==> src/rtl/regfile_pkg.sv <==
// -----------------------------------------------------------------------------
// regfile_pkg
// Shared types and default sizes for the regfile operand-issue stage.
//   DEF_WIDTH / DEF_DEPTH : default data width and architectural register count
//   reg_addr_t, data_t    : register address and data words at default sizes
//   issue_req_t           : decoded source/destination fields of one instruction
// -----------------------------------------------------------------------------
package regfile_pkg;

   localparam int unsigned DEF_WIDTH = 32;
   localparam int unsigned DEF_DEPTH = 32;
   localparam int unsigned DEF_AW    = $clog2(DEF_DEPTH);

   typedef logic [DEF_AW-1:0]    reg_addr_t;
   typedef logic [DEF_WIDTH-1:0] data_t;

   typedef struct packed {
      reg_addr_t rs1;
      reg_addr_t rs2;
      reg_addr_t rd;
      logic      rd_wr;
   } issue_req_t;

endpackage

==> src/rtl/regfile_issue_if.sv <==
// -----------------------------------------------------------------------------
// regfile_issue_if
// Bundles the decode, regfile read/write, writeback, flush and execute signals
// of the operand-issue stage. Signal suffixes are relative to the issue stage.
//   slave  : used by the issue stage itself
//   master : used by the surrounding pipeline (or a testbench)
// -----------------------------------------------------------------------------
interface regfile_issue_if
   import regfile_pkg::*;
#(
   parameter int unsigned WIDTH = DEF_WIDTH,
   parameter int unsigned DEPTH = DEF_DEPTH
);
   localparam int unsigned AW = $clog2(DEPTH);

   // decode side
   logic                     id_valid_i;
   logic                     id_ready_o;
   logic [AW-1:0]            id_rs1_i;
   logic [AW-1:0]            id_rs2_i;
   logic [AW-1:0]            id_rd_i;
   logic                     id_rd_wr_i;
   // regfile read ports (port0 = rs1, port1 = rs2)
   logic [1:0][AW-1:0]       rf_rd_addr_o;
   logic [1:0][WIDTH-1:0]    rf_rd_data_i;
   // writeback and regfile write port
   logic                     wb_valid_i;
   logic [AW-1:0]            wb_addr_i;
   logic [WIDTH-1:0]         wb_data_i;
   logic                     rf_wr_en_o;
   logic [AW-1:0]            rf_wr_addr_o;
   logic [WIDTH-1:0]         rf_wr_data_o;
   // execute side
   logic                     flush_i;
   logic                     ex_valid_o;
   logic                     ex_ready_i;
   logic [WIDTH-1:0]         ex_op_a_o;
   logic [WIDTH-1:0]         ex_op_b_o;
   logic [AW-1:0]            ex_rd_o;
   logic                     ex_rd_wr_o;

   modport slave (
      input  id_valid_i, id_rs1_i, id_rs2_i, id_rd_i, id_rd_wr_i,
      input  rf_rd_data_i, wb_valid_i, wb_addr_i, wb_data_i,
      input  flush_i, ex_ready_i,
      output id_ready_o, rf_rd_addr_o, rf_wr_en_o, rf_wr_addr_o, rf_wr_data_o,
      output ex_valid_o, ex_op_a_o, ex_op_b_o, ex_rd_o, ex_rd_wr_o
   );

   modport master (
      output id_valid_i, id_rs1_i, id_rs2_i, id_rd_i, id_rd_wr_i,
      output rf_rd_data_i, wb_valid_i, wb_addr_i, wb_data_i,
      output flush_i, ex_ready_i,
      input  id_ready_o, rf_rd_addr_o, rf_wr_en_o, rf_wr_addr_o, rf_wr_data_o,
      input  ex_valid_o, ex_op_a_o, ex_op_b_o, ex_rd_o, ex_rd_wr_o
   );

endinterface

==> src/rtl/regfile_scoreboard.sv <==
// -----------------------------------------------------------------------------
// regfile_scoreboard
// One busy bit per architectural register, tracking in-flight destinations.
//   clk_i, rst_ni        : clock, async active-low reset (all bits clear)
//   clr_en_i/clr_addr_i  : writeback clear
//   fl_en_i/fl_addr_i    : clear for a flushed destination
//   set_en_i/set_addr_i  : mark a newly issued destination busy (wins over clears)
//   look_addr_i          : three lookup addresses (rs1, rs2, rd)
//   look_busy_o          : combinational busy state of the lookup addresses
// -----------------------------------------------------------------------------
module regfile_scoreboard
   import regfile_pkg::*;
#(
   parameter int unsigned DEPTH = DEF_DEPTH,
   parameter int unsigned AW    = $clog2(DEPTH)
) (
   input  logic               clk_i,
   input  logic               rst_ni,
   input  logic               clr_en_i,
   input  logic [AW-1:0]      clr_addr_i,
   input  logic               fl_en_i,
   input  logic [AW-1:0]      fl_addr_i,
   input  logic               set_en_i,
   input  logic [AW-1:0]      set_addr_i,
   input  logic [2:0][AW-1:0] look_addr_i,
   output logic [2:0]         look_busy_o
);

   logic [DEPTH-1:0] busy_q;
   logic [DEPTH-1:0] busy_d;

   // Clears first, then the set, so a same-cycle set on the same register wins.
   always_comb begin
      busy_d = busy_q;
      if (clr_en_i) busy_d[clr_addr_i] = 1'b0;
      if (fl_en_i)  busy_d[fl_addr_i]  = 1'b0;
      if (set_en_i) busy_d[set_addr_i] = 1'b1;
   end

   always_ff @(posedge clk_i or negedge rst_ni) begin
      if (!rst_ni) busy_q <= '0;
      else         busy_q <= busy_d;
   end

   always_comb begin
      look_busy_o = '0;
      for (int i = 0; i < 3; i++) look_busy_o[i] = busy_q[look_addr_i[i]];
   end

endmodule

==> src/rtl/regfile_issue.sv <==
// -----------------------------------------------------------------------------
// regfile_issue
// Operand-issue stage between decode and execute. Reads two sources from the
// regfile, stalls on RAW/WAW hazards against in-flight destinations, routes
// writeback onto the regfile write port and registers operands for execute.
//   clk_i, rst_ni : clock, async active-low reset
//   bus (slave)   : decode, regfile, writeback, flush and execute signals
// Build option: REGFILE_ISSUE_BYPASS_EN -- a writeback arriving this cycle
// resolves the hazard immediately and its data is forwarded into the operand.
// Without it the instruction waits one more cycle and reads the regfile.
// -----------------------------------------------------------------------------
module regfile_issue
   import regfile_pkg::*;
#(
   parameter int unsigned WIDTH    = DEF_WIDTH,
   parameter int unsigned DEPTH    = DEF_DEPTH,
   parameter bit          ZERO_REG = 1'b1
) (
   input  logic           clk_i,
   input  logic           rst_ni,
   regfile_issue_if.slave bus
);

   localparam int unsigned AW = $clog2(DEPTH);

   logic [AW-1:0]    rs1, rs2, rd;
   logic [2:0]       sb_busy;
   logic             busy_rs1, busy_rs2, busy_rd;
   logic [WIDTH-1:0] op_a, op_b;
   logic             hazard, advance, id_ready, accept;

   logic             ex_valid_q;
   logic [WIDTH-1:0] ex_op_a_q, ex_op_b_q;
   logic [AW-1:0]    ex_rd_q;
   logic             ex_rd_wr_q;

   function automatic logic is_zero(input logic [AW-1:0] a);
      return ZERO_REG && (a == '0);
   endfunction

   assign rs1 = bus.id_rs1_i;
   assign rs2 = bus.id_rs2_i;
   assign rd  = bus.id_rd_i;

   assign bus.rf_rd_addr_o[0] = rs1;
   assign bus.rf_rd_addr_o[1] = rs2;

   // Writeback passes straight through to the regfile write port.
   assign bus.rf_wr_en_o   = bus.wb_valid_i && !is_zero(bus.wb_addr_i);
   assign bus.rf_wr_addr_o = bus.wb_addr_i;
   assign bus.rf_wr_data_o = bus.wb_data_i;

   regfile_scoreboard #(
      .DEPTH (DEPTH),
      .AW    (AW)
   ) u_sb (
      .clk_i       (clk_i),
      .rst_ni      (rst_ni),
      .clr_en_i    (bus.wb_valid_i),
      .clr_addr_i  (bus.wb_addr_i),
      .fl_en_i     (bus.flush_i && ex_valid_q && ex_rd_wr_q),
      .fl_addr_i   (ex_rd_q),
      .set_en_i    (accept && bus.id_rd_wr_i && (rd != '0)),
      .set_addr_i  (rd),
      .look_addr_i ({rd, rs2, rs1}),
      .look_busy_o (sb_busy)
   );

`ifdef REGFILE_ISSUE_BYPASS_EN
   logic hit_rs1, hit_rs2, hit_rd;

   // A writeback to the looked-up register this cycle resolves its hazard.
   assign hit_rs1 = bus.wb_valid_i && (bus.wb_addr_i == rs1) && !is_zero(rs1);
   assign hit_rs2 = bus.wb_valid_i && (bus.wb_addr_i == rs2) && !is_zero(rs2);
   assign hit_rd  = bus.wb_valid_i && (bus.wb_addr_i == rd)  && !is_zero(rd);

   assign busy_rs1 = sb_busy[0] && !hit_rs1 && !is_zero(rs1);
   assign busy_rs2 = sb_busy[1] && !hit_rs2 && !is_zero(rs2);
   assign busy_rd  = sb_busy[2] && !hit_rd  && !is_zero(rd);

   assign op_a = is_zero(rs1) ? '0 : (hit_rs1 ? bus.wb_data_i : bus.rf_rd_data_i[0]);
   assign op_b = is_zero(rs2) ? '0 : (hit_rs2 ? bus.wb_data_i : bus.rf_rd_data_i[1]);
`else
   assign busy_rs1 = sb_busy[0] && !is_zero(rs1);
   assign busy_rs2 = sb_busy[1] && !is_zero(rs2);
   assign busy_rd  = sb_busy[2] && !is_zero(rd);

   assign op_a = is_zero(rs1) ? '0 : bus.rf_rd_data_i[0];
   assign op_b = is_zero(rs2) ? '0 : bus.rf_rd_data_i[1];
`endif

   assign hazard   = busy_rs1 || busy_rs2 || (bus.id_rd_wr_i && busy_rd);
   assign advance  = !ex_valid_q || bus.ex_ready_i;
   assign id_ready = advance && !hazard && !bus.flush_i;
   assign accept   = bus.id_valid_i && id_ready;

   assign bus.id_ready_o = id_ready;

   // Execute-facing register; holds while execute back-pressures.
   always_ff @(posedge clk_i or negedge rst_ni) begin
      if (!rst_ni) begin
         ex_valid_q <= 1'b0;
         ex_op_a_q  <= '0;
         ex_op_b_q  <= '0;
         ex_rd_q    <= '0;
         ex_rd_wr_q <= 1'b0;
      end else if (bus.flush_i) begin
         ex_valid_q <= 1'b0;
      end else if (advance) begin
         ex_valid_q <= accept;
         if (accept) begin
            ex_op_a_q  <= op_a;
            ex_op_b_q  <= op_b;
            ex_rd_q    <= rd;
            ex_rd_wr_q <= bus.id_rd_wr_i;
         end
      end
   end

   assign bus.ex_valid_o = ex_valid_q;
   assign bus.ex_op_a_o  = ex_op_a_q;
   assign bus.ex_op_b_o  = ex_op_b_q;
   assign bus.ex_rd_o    = ex_rd_q;
   assign bus.ex_rd_wr_o = ex_rd_wr_q;

endmodule

==> src/flat_wrapper.sv <==
// flat-port wrapper written by rule: the top's interface ports become plain ports
module regfile_issue_flat import regfile_pkg::*;
#(
   parameter int unsigned WIDTH    = DEF_WIDTH,
   parameter int unsigned DEPTH    = DEF_DEPTH,
   parameter bit          ZERO_REG = 1'b1
)
  (clk_i, rst_ni, bus_id_valid_i, bus_id_rs1_i, bus_id_rs2_i, bus_id_rd_i, bus_id_rd_wr_i, bus_rf_rd_data_i, bus_wb_valid_i, bus_wb_addr_i, bus_wb_data_i, bus_flush_i, bus_ex_ready_i, bus_id_ready_o, bus_rf_rd_addr_o, bus_rf_wr_en_o, bus_rf_wr_addr_o, bus_rf_wr_data_o, bus_ex_valid_o, bus_ex_op_a_o, bus_ex_op_b_o, bus_ex_rd_o, bus_ex_rd_wr_o);
  regfile_issue_if #(.WIDTH(WIDTH), .DEPTH(DEPTH)) bus_i ();
  input  logic clk_i;
  input  logic rst_ni;
  input wire logic [$bits(bus_i.id_valid_i)-1:0] bus_id_valid_i;
  input wire logic [$bits(bus_i.id_rs1_i)-1:0] bus_id_rs1_i;
  input wire logic [$bits(bus_i.id_rs2_i)-1:0] bus_id_rs2_i;
  input wire logic [$bits(bus_i.id_rd_i)-1:0] bus_id_rd_i;
  input wire logic [$bits(bus_i.id_rd_wr_i)-1:0] bus_id_rd_wr_i;
  input wire logic [$bits(bus_i.rf_rd_data_i)-1:0] bus_rf_rd_data_i;
  input wire logic [$bits(bus_i.wb_valid_i)-1:0] bus_wb_valid_i;
  input wire logic [$bits(bus_i.wb_addr_i)-1:0] bus_wb_addr_i;
  input wire logic [$bits(bus_i.wb_data_i)-1:0] bus_wb_data_i;
  input wire logic [$bits(bus_i.flush_i)-1:0] bus_flush_i;
  input wire logic [$bits(bus_i.ex_ready_i)-1:0] bus_ex_ready_i;
  output wire logic [$bits(bus_i.id_ready_o)-1:0] bus_id_ready_o;
  output wire logic [$bits(bus_i.rf_rd_addr_o)-1:0] bus_rf_rd_addr_o;
  output wire logic [$bits(bus_i.rf_wr_en_o)-1:0] bus_rf_wr_en_o;
  output wire logic [$bits(bus_i.rf_wr_addr_o)-1:0] bus_rf_wr_addr_o;
  output wire logic [$bits(bus_i.rf_wr_data_o)-1:0] bus_rf_wr_data_o;
  output wire logic [$bits(bus_i.ex_valid_o)-1:0] bus_ex_valid_o;
  output wire logic [$bits(bus_i.ex_op_a_o)-1:0] bus_ex_op_a_o;
  output wire logic [$bits(bus_i.ex_op_b_o)-1:0] bus_ex_op_b_o;
  output wire logic [$bits(bus_i.ex_rd_o)-1:0] bus_ex_rd_o;
  output wire logic [$bits(bus_i.ex_rd_wr_o)-1:0] bus_ex_rd_wr_o;
  assign bus_i.id_valid_i = bus_id_valid_i;
  assign bus_i.id_rs1_i = bus_id_rs1_i;
  assign bus_i.id_rs2_i = bus_id_rs2_i;
  assign bus_i.id_rd_i = bus_id_rd_i;
  assign bus_i.id_rd_wr_i = bus_id_rd_wr_i;
  assign bus_i.rf_rd_data_i = bus_rf_rd_data_i;
  assign bus_i.wb_valid_i = bus_wb_valid_i;
  assign bus_i.wb_addr_i = bus_wb_addr_i;
  assign bus_i.wb_data_i = bus_wb_data_i;
  assign bus_i.flush_i = bus_flush_i;
  assign bus_i.ex_ready_i = bus_ex_ready_i;
  assign bus_id_ready_o = bus_i.id_ready_o;
  assign bus_rf_rd_addr_o = bus_i.rf_rd_addr_o;
  assign bus_rf_wr_en_o = bus_i.rf_wr_en_o;
  assign bus_rf_wr_addr_o = bus_i.rf_wr_addr_o;
  assign bus_rf_wr_data_o = bus_i.rf_wr_data_o;
  assign bus_ex_valid_o = bus_i.ex_valid_o;
  assign bus_ex_op_a_o = bus_i.ex_op_a_o;
  assign bus_ex_op_b_o = bus_i.ex_op_b_o;
  assign bus_ex_rd_o = bus_i.ex_rd_o;
  assign bus_ex_rd_wr_o = bus_i.ex_rd_wr_o;
  regfile_issue #(.WIDTH(WIDTH), .DEPTH(DEPTH), .ZERO_REG(ZERO_REG)) u_core (.clk_i(clk_i), .rst_ni(rst_ni), .bus(bus_i));
endmodule
==> config.mk <==
export PLATFORM = sky130hd
export DESIGN_NAME = regfile_issue_flat
export DESIGN_NICKNAME = d
export VERILOG_FILES = /design/src/rtl/regfile_pkg.sv /design/src/rtl/regfile_issue_if.sv /design/src/rtl/regfile_scoreboard.sv /design/src/rtl/regfile_issue.sv /design/src/flat_wrapper.sv
export SDC_FILE = /design/constraint.sdc
export NUM_CORES = 1
export LEC_CHECK = 0
export BUFFER_PORTS_ARGS = -buffer_cell sky130_fd_sc_hd__clkbuf_2
export CORE_ASPECT_RATIO = 0.7
export CORE_MARGIN = 2
export CORE_UTILIZATION = 42
export DETAILED_ROUTE_END_ITERATION = 8
export GPL_ROUTABILITY_DRIVEN = 0
export PLACE_DENSITY_LB_ADDON = 0.12
export SLEW_MARGIN = 25
export SYNTH_ARGS = -nofsm -noshare
export SYNTH_HDL_FRONTEND = slang
export SYNTH_SLANG_ARGS = --single-unit
==> constraint.sdc <==
create_clock -name clk_i -period 3.4 [get_ports clk_i]
set_clock_uncertainty 0.05 [all_clocks]
set_input_delay 0.68 -clock clk_i [delete_from_list [all_inputs] [get_ports clk_i]]
set_output_delay 0.68 -clock clk_i [all_outputs]
set_load 0.005 [all_outputs]
==> results of run 1 <==
==> critical path: stages <==
cell,delay [ps]
clkbuf_4,170
mux4_2,510
mux4_2,480
o21ai_1,130
a31o_2,160
o31ai_1,100
nor4_2,150
clkbuf_2,170
==> per-stage QoR <==
step / std cells / area [um2] / hold WS, ps
4_1_cts: 920 / 7140 / 393
2_1_floorplan: 594 / 6010 / 334
3_3_place_gp: 905 / 6850 / 456
6_report: 921 / 7170 / 358
3_5_place_dp: 905 / 6850 / 460
5_1_grt: 921 / 7170 / 424
==> layout by cell type (no fill, tap or decap), types with 2 or more instances in the layout <==
master      synthesis  routed
o22ai_1             2       2
and3b_1             2       2
o21ai_1            30      30
nor3b_1             6       6
or3_1               4       4
nor2_1             11      11
o21ai_0             4       4
nor2b_1             3       3
a221oi_1            2       2
clkbuf_16           0       9
mux2_2              9       9
inv_1              66      66
mux2_4              5       5
clkinvlp_4          0       2
nand3b_1            9       9
o221ai_1           31      31
buf_12              0       7
o31ai_1             3       3
mux4_2             20      20
nand2_1           108     108
buf_4              54      13
or3b_2              4       4
nand3_1             5       5
mux2i_1            70      70
clkbuf_2            0     176
nor3_1              3       3
dfrtp_1           103     103
==> cells by family (layout without fill, tap and decap cells) <==
group	count (synthesis)	in the layout	synth area share, %
DFF	103	103	42.9
AOI/OAI and AO/OA	83	83	9.70
buffers and inverters	142	279	12.8
muxes	104	104	22.1
and+or+nand+nor	162	162	12.5
==> synth_stat cells, types with 4 or more instances <==
cell,instances
mux2_2,9
or3b_2,4
nor3b_1,6
mux2_4,5
nand2_1,108
mux4_2,20
mux2i_1,70
o21ai_1,30
buf_2,5
nor2_1,11
inv_1,66
nand3b_1,9
buf_6,4
o221ai_1,31
or3_1,4
nand3_1,5
o21ai_0,4
dfrtp_1,103
buf_4,54
clkbuf_1,11
==> power by group <==
part / internal [mW] / total (mW) / switching (mW) / leakage [nW]
registers: 1.48 / 1.69 / 0.206 / 1.26
clock network: 0.569 / 1.04 / 0.469 / 0.135
logic: 0.456 / 0.911 / 0.455 / 2.13
==> flip-flops by register name (all words and copies together) (netlist names) <==
register / count
u_core.bus.ex_rd_o: 5
u_core.u_sb.busy_q: 32
u_core.bus.ex_rd_wr_o: 1
u_core.bus.ex_op_b_o: 32
u_core.bus.ex_valid_o: 1
u_core.bus.ex_op_a_o: 32
==> area by class of cell <==
type / count / area share (%)
multi-input cells: 349 / 37.4
flip-flops and latches: 103 / 35.9
repair buffers: 198 / 15.9
inverters: 66 / 3.45
well taps: 190 / 3.32
clock buffers: 10 / 3.19
clock inverters: 5 / 0.820
==> what timing repair did <==
action | CTS | global route
buffers inserted | 0 | 1
setup endpoints to repair | 0 | 1
gates resized for setup | 0 | 6
==> path summary, 6_finish.rpt <==
| kind | from | endpoint | slack, ps |
|---|---|---|---|
| setup reg to reg | u_core.u_sb.busy_q[31]$_DFF_PN0_ | u_core.bus.ex_rd_o[3]$_DFFE_PN0P_ | 530 |
| min in group clk_i | u_core.bus.ex_op_a_o[25]$_DFFE_PN0P_ | u_core.bus.ex_op_a_o[25]$_DFFE_PN0P_ | 470 |
| setup / recovery | bus_id_rs1_i[0] | bus_id_ready_o | 120 |
| hold reg to reg | u_core.bus.ex_op_a_o[25]$_DFFE_PN0P_ | u_core.bus.ex_op_a_o[25]$_DFFE_PN0P_ | 470 |
| hold / removal | rst_ni | u_core.u_sb.busy_q[12]$_DFF_PN0_ | 360 |
| max in group asynchronous | rst_ni | u_core.bus.ex_op_b_o[7]$_DFFE_PN0P_ | 2210 |
==> routing by layer <==
| metal | global-route usage (%) | routed length, um | vias up |
|---|---|---|---|
| li1 | - | - | 2280 |
| met1 | 32.3 | 7900 | 2445 |
| met3 | 7.15 | 1750 | 50 |
| met4 | 9.89 | 486 | 0 |
| met5 | 0 | 0 | - |
| met2 | 35.2 | 7830 | 293 |
==> metrics.md, run 1 <==
| Metric | Value |
|---|---|
| Clock transition at the registers of the reported paths | `70 ps` |
| Detail-routed via count per cell | `5.50` |
| Fraction of registers with async set/reset | `100%` |
| Sequential-to-total area share from yosys stat | `42.9%` |
| Pin slew with the least headroom to its limit | `846 ps` |
| DRC errors left | `0` |
| Cells after synthesis | `594` |
| Core area | `0.0140 mm2` |
| Layout cell share with drive strength beyond 1 | `35.2%` |
| Starting Density | `43.0%` |
| Flop and latch count out of synthesis | `103` |
| Placement row count | `36` |
| # diodes | `0` |
| Final WL | `18,000 um` |
| CTS tree | `yes` |
| CTS root buf | `clkbuf_16` |
| I/O Pins | `243` |
| Die Height | `104 um` |
| Hold Buf Count CTS | `0` |
| DRT antenna net count | `0` |
| CTS H-tree depth | `3` |
| Slack of the critical path | `123 ps` |
| Total GRT Usage | `23.7%` |
| Worst-path fanout max | `6` |
| Crit path capture type | `output port` |
| Register Area | `0.00258 mm2` |
| Synth area leader | `dfrtp_1` |
| VDD IR-drop max | `0.000275 V` |
| Maxcap violations | `0` |
| Place WS | `53.1 ps` |
| Pin count of the biggest net entering global routing | `60` |
| Max Slew Vio Count | `0` |
| Port buffer count | `178` |
| F_max | `0.305 GHz` |
| Final setup violation count | `0` |
| Multi-input logic area | `0.00268 mm2` |
| RSZ-0062 raised after global routing | `no` |
| Post-route clock period utilization | `96.4%` |
| Share of the synthesized area in the top cell type | `42.9%` |
| HP Class | `in2async` |
| CP Launch Type | `primary input` |
| CTS buffer count | `9` |
| Gr ovfl total | `0` |
| Syn avg cell area | `10.1 um2` |
| Fin nets | `850` |
| Initial antenna violation count | `0` |
| Initial DRT Pass Iterations | `5` |
| Dpl hpwl | `13,400 um` |
| Worst-Skew Late Latency | `350 ps` |
| Post-synth EDFFs | `0` |
| 1st-iter DRT viols | `399` |
| Relative slew slack | `43.4%` |
| Pwr Density | `507 mW/mm2` |
| Area growth syn-to-layout | `19.3%` |
| Die width | `147 um` |
| Worst r2r path cells | `8` |
| Syn Nets | `717` |
| Max Root-Sink Buffers | `2` |
| Vias in the first global route | `5,184` |
| WP data required | `2670 ps` |
| Status | `complete, no violations` |
| Avg WL per Cell | `19.5 um` |
| Clk sinks | `103` |
| Ys flop type | `dfrtp_1` |
| Hold Vio Cnt, Final | `0` |
| Synth Warn # | `0` |
| Util after Layout | `51.4%` |
| Fillers | `1,336` |
| Arrival @ worst endpoint | `2550 ps` |
| Leakage | `3.52 nW` |
| Total power | `3.64 mW` |
| Fin Setup TNS | `0 ps` |
| Netlist Area Pre-Place | `0.00601 mm2` |
| Tmin final | `3280 ps` |
| Critical path type | `in2out` |
| Die footprint | `0.0153 mm2` |
| Synth cell types | `44` |
| First-pass GRT wire length | `28,600 um` |
| DR vias | `5,068` |
| Top post-synthesis cells by area | `dfrtp_1 (43%), mux2i_1 (12%), mux4_2 (7.5%)` |
(Power assumes the default switching activity.)
==> run 2: changes to the inputs <==
==> constraint.sdc (replaced) <==
create_clock -name clk_i -period 3.4 [get_ports clk_i]
set_clock_uncertainty 0.05 [all_clocks]
set_input_delay 0.34 -clock clk_i [delete_from_list [all_inputs] [get_ports clk_i]]
set_output_delay 0.34 -clock clk_i [all_outputs]
set_load 0.005 [all_outputs]
==> run 2 against run 1 <==
Compared with the run above:
- the flow now finishes with violations (negative hold slack)
- first-iteration DRC count rose by 43%
- die area did not move
- worst setup slack improved by 190 ps
- largest power group unchanged
==> metrics.md, run 2 (synthesis results as in run 1) <==
| Metric | Value |
|---|---|
| Status | `finished with violations` |
| Failing checks | `negative hold slack` |
| Final setup violation count | `0` |
| RSZ-0062 raised after global routing | `no` |
| # diodes | `0` |
| Total power | `3.66 mW` |
| CTS tree | `yes` |
| CTS resizes | `0` |
| Hold Buf Count CTS | `0` |
| Maxcap violations | `0` |
| Combinational power share | `24.3%` |
| Pwr Density | `519 mW/mm2` |
| Seq pwr share | `46.2%` |
| Die width | `147 um` |
| Crit path buffers/inverters | `1` |
| First-pass GRT wire length | `27,600 um` |
| Dpl hpwl | `12,800 um` |
| Fin nets | `843` |
| 1st-iter DRT viols | `571` |
| Worst path most repeated cell | `mux4_2` |
| Hold slack | `-39.7 ps` |
| Gr ovfl total | `0` |
| Fillers | `1,314` |
| F_max | `0.324 GHz` |
| Layout cell share with drive strength beyond 1 | `34.3%` |
| Clk sinks | `103` |
| Most frequent cells in the layout | `clkbuf_2 (177), nand2_1 (108), dfrtp_1 (103), mux2i_1 (70), inv_1 (66)` |
| DRT antenna net count | `0` |
| Worst-path fanout max | `4` |
| Psw | `1.15 mW` |
| Slowest cell delay on critical path | `500 ps` |
| Clock Power Share | `29.5%` |
| Starting Density | `43.0%` |
| Avg WL per Cell | `19.1 um` |
| HP Class | `in2async` |
| CTS root buf | `clkbuf_16` |
| VDD IR-drop max | `0.000250 V` |
| Fin Setup TNS | `0 ps` |
| Hold Vio Cnt, Final | `18` |
| Detail-routed via count per cell | `5.46` |
| Port buffer count | `178` |
| Worst path cell trace | `mux4_2 -> mux4_2 -> o21ai_1 -> a31o_2 -> o31ai_1 -> nor4_1 -> clkbuf_2` |
| DRC errors left | `0` |
| Initial DRT Pass Iterations | `6` |
| CP Launch Type | `flip-flop` |
| Arrival @ worst endpoint | `2690 ps` |
| CTS H-tree depth | `3` |
| Crit path capture type | `output port` |
| Worst-Skew Late Latency | `360 ps` |
| Area growth syn-to-layout | `17.3%` |
| Post-route clock period utilization | `90.7%` |
| Core area | `0.0140 mm2` |
| I/O Pins | `243` |
| Post-CTS setup buffers | `0` |
| Initial antenna violation count | `0` |
| Top delay family on crit path | `multiplexers` |
| Vias in the first global route | `4,939` |
| Util after Layout | `50.5%` |
| CP max stage cell | `mux4_2` |
| Die footprint | `0.0153 mm2` |
| Clock transition at the registers of the reported paths | `70 ps` |
| DR vias | `5,000` |
| CTS buffer count | `9` |
| Max Root-Sink Buffers | `2` |
| Pin slew with the least headroom to its limit | `833 ps` |
| Relative slew slack | `44.2%` |
| Pin count of the biggest net entering global routing | `104` |
| P_int | `2.50 mW` |
| Most common cell after layout, fill and taps aside | `clkbuf_2` |
| Net Sw Frac | `31.5%` |
| Total GRT Usage | `23.1%` |
| Placement row count | `36` |
| Final WL | `17,400 um` |
| Die Height | `104 um` |
| Tmin final | `3080 ps` |
| WP data required | `3010 ps` |
| Leakage | `3.47 nW` |
| Critical path type | `reg2out` |
| Max Slew Vio Count | `0` |
## run 2: per-layer routing
metal | wire [um] | part of all wire [%] | GRT usage, % | vias to the layer above
met5 | 0 | 0 | 0 | -
met2 | 7630 | 44 | 33.9 | 266
li1 | - | - | - | 2267
met4 | 445 | 2.6 | 9.00 | 0
met3 | 1540 | 8.8 | 4.91 | 53
met1 | 7820 | 45 | 33.4 | 2414
## run 2: through the flow
stage / hold slack, ps / std cells / area (um2) / setup slack, ps
3_3_place_gp: 401 / 899 / 6740 / 388
4_1_cts: 28.0 / 915 / 7050 / 316
5_1_grt: 51.6 / 915 / 7050 / 122
6_report: -39.7 / 915 / 7050 / 316
2_1_floorplan: -5.59 / 594 / 6010 / 662
3_5_place_dp: 410 / 899 / 6740 / 332
## run 2: layout make-up
| cell class | instances | area [um2] | share of cell area, % |
|---|---|---|---|
| well taps | 190 | 238 | 3.37 |
| clock buffers | 9 | 225 | 3.20 |
| repair buffers | 191 | 1020 | 14.4 |
| flip-flops and latches | 103 | 2580 | 36.6 |
| inverters | 66 | 248 | 3.52 |
| multi-input cells | 349 | 2670 | 37.8 |
| clock inverters | 7 | 78.8 | 1.12 |
## run 2: power by group through the flow
stage	clock, mW	sequential (mW)	combinational, mW
after floorplan	0	1.68	0.473
after global placement	0	1.70	0.882
after detailed placement	0	1.71	0.898
after CTS	1.10	1.69	0.900
after global routing	1.16	1.72	0.991
final	1.08	1.69	0.889
## run 2: path summary, 6_finish.rpt
| kind | start | end | slack (ps) | cells past startpoint |
|---|---|---|---|---|
| max | u_core.u_sb.busy_q[3]$_DFF_PN0_ | bus_id_ready_o | 320 | 7 |
| min | rst_ni | u_core.u_sb.busy_q[12]$_DFF_PN0_ | -40 | 2 |
| max reg2reg | u_core.u_sb.busy_q[3]$_DFF_PN0_ | u_core.bus.ex_rd_o[4]$_DFFE_PN0P_ | 590 | 7 |
| min reg2reg | u_core.bus.ex_op_a_o[18]$_DFFE_PN0P_ | u_core.bus.ex_op_a_o[18]$_DFFE_PN0P_ | 470 | 2 |
| max in group asynchronous | rst_ni | u_core.u_sb.busy_q[13]$_DFF_PN0_ | 2860 | 2 |
| min in group clk_i | bus_rf_rd_data_i[46] | u_core.bus.ex_op_b_o[14]$_DFFE_PN0P_ | 150 | 3 |
## run 2: worst reg2reg max path: cells and delay by family (launching register included)
kind                   cells  cell delay [ps]
AND/OR/NAND/NOR            1              340
buffers and inverters      1              270
flip-flops                 1              440
AO/OA/AOI/OAI              2              270
multiplexers               3             1320
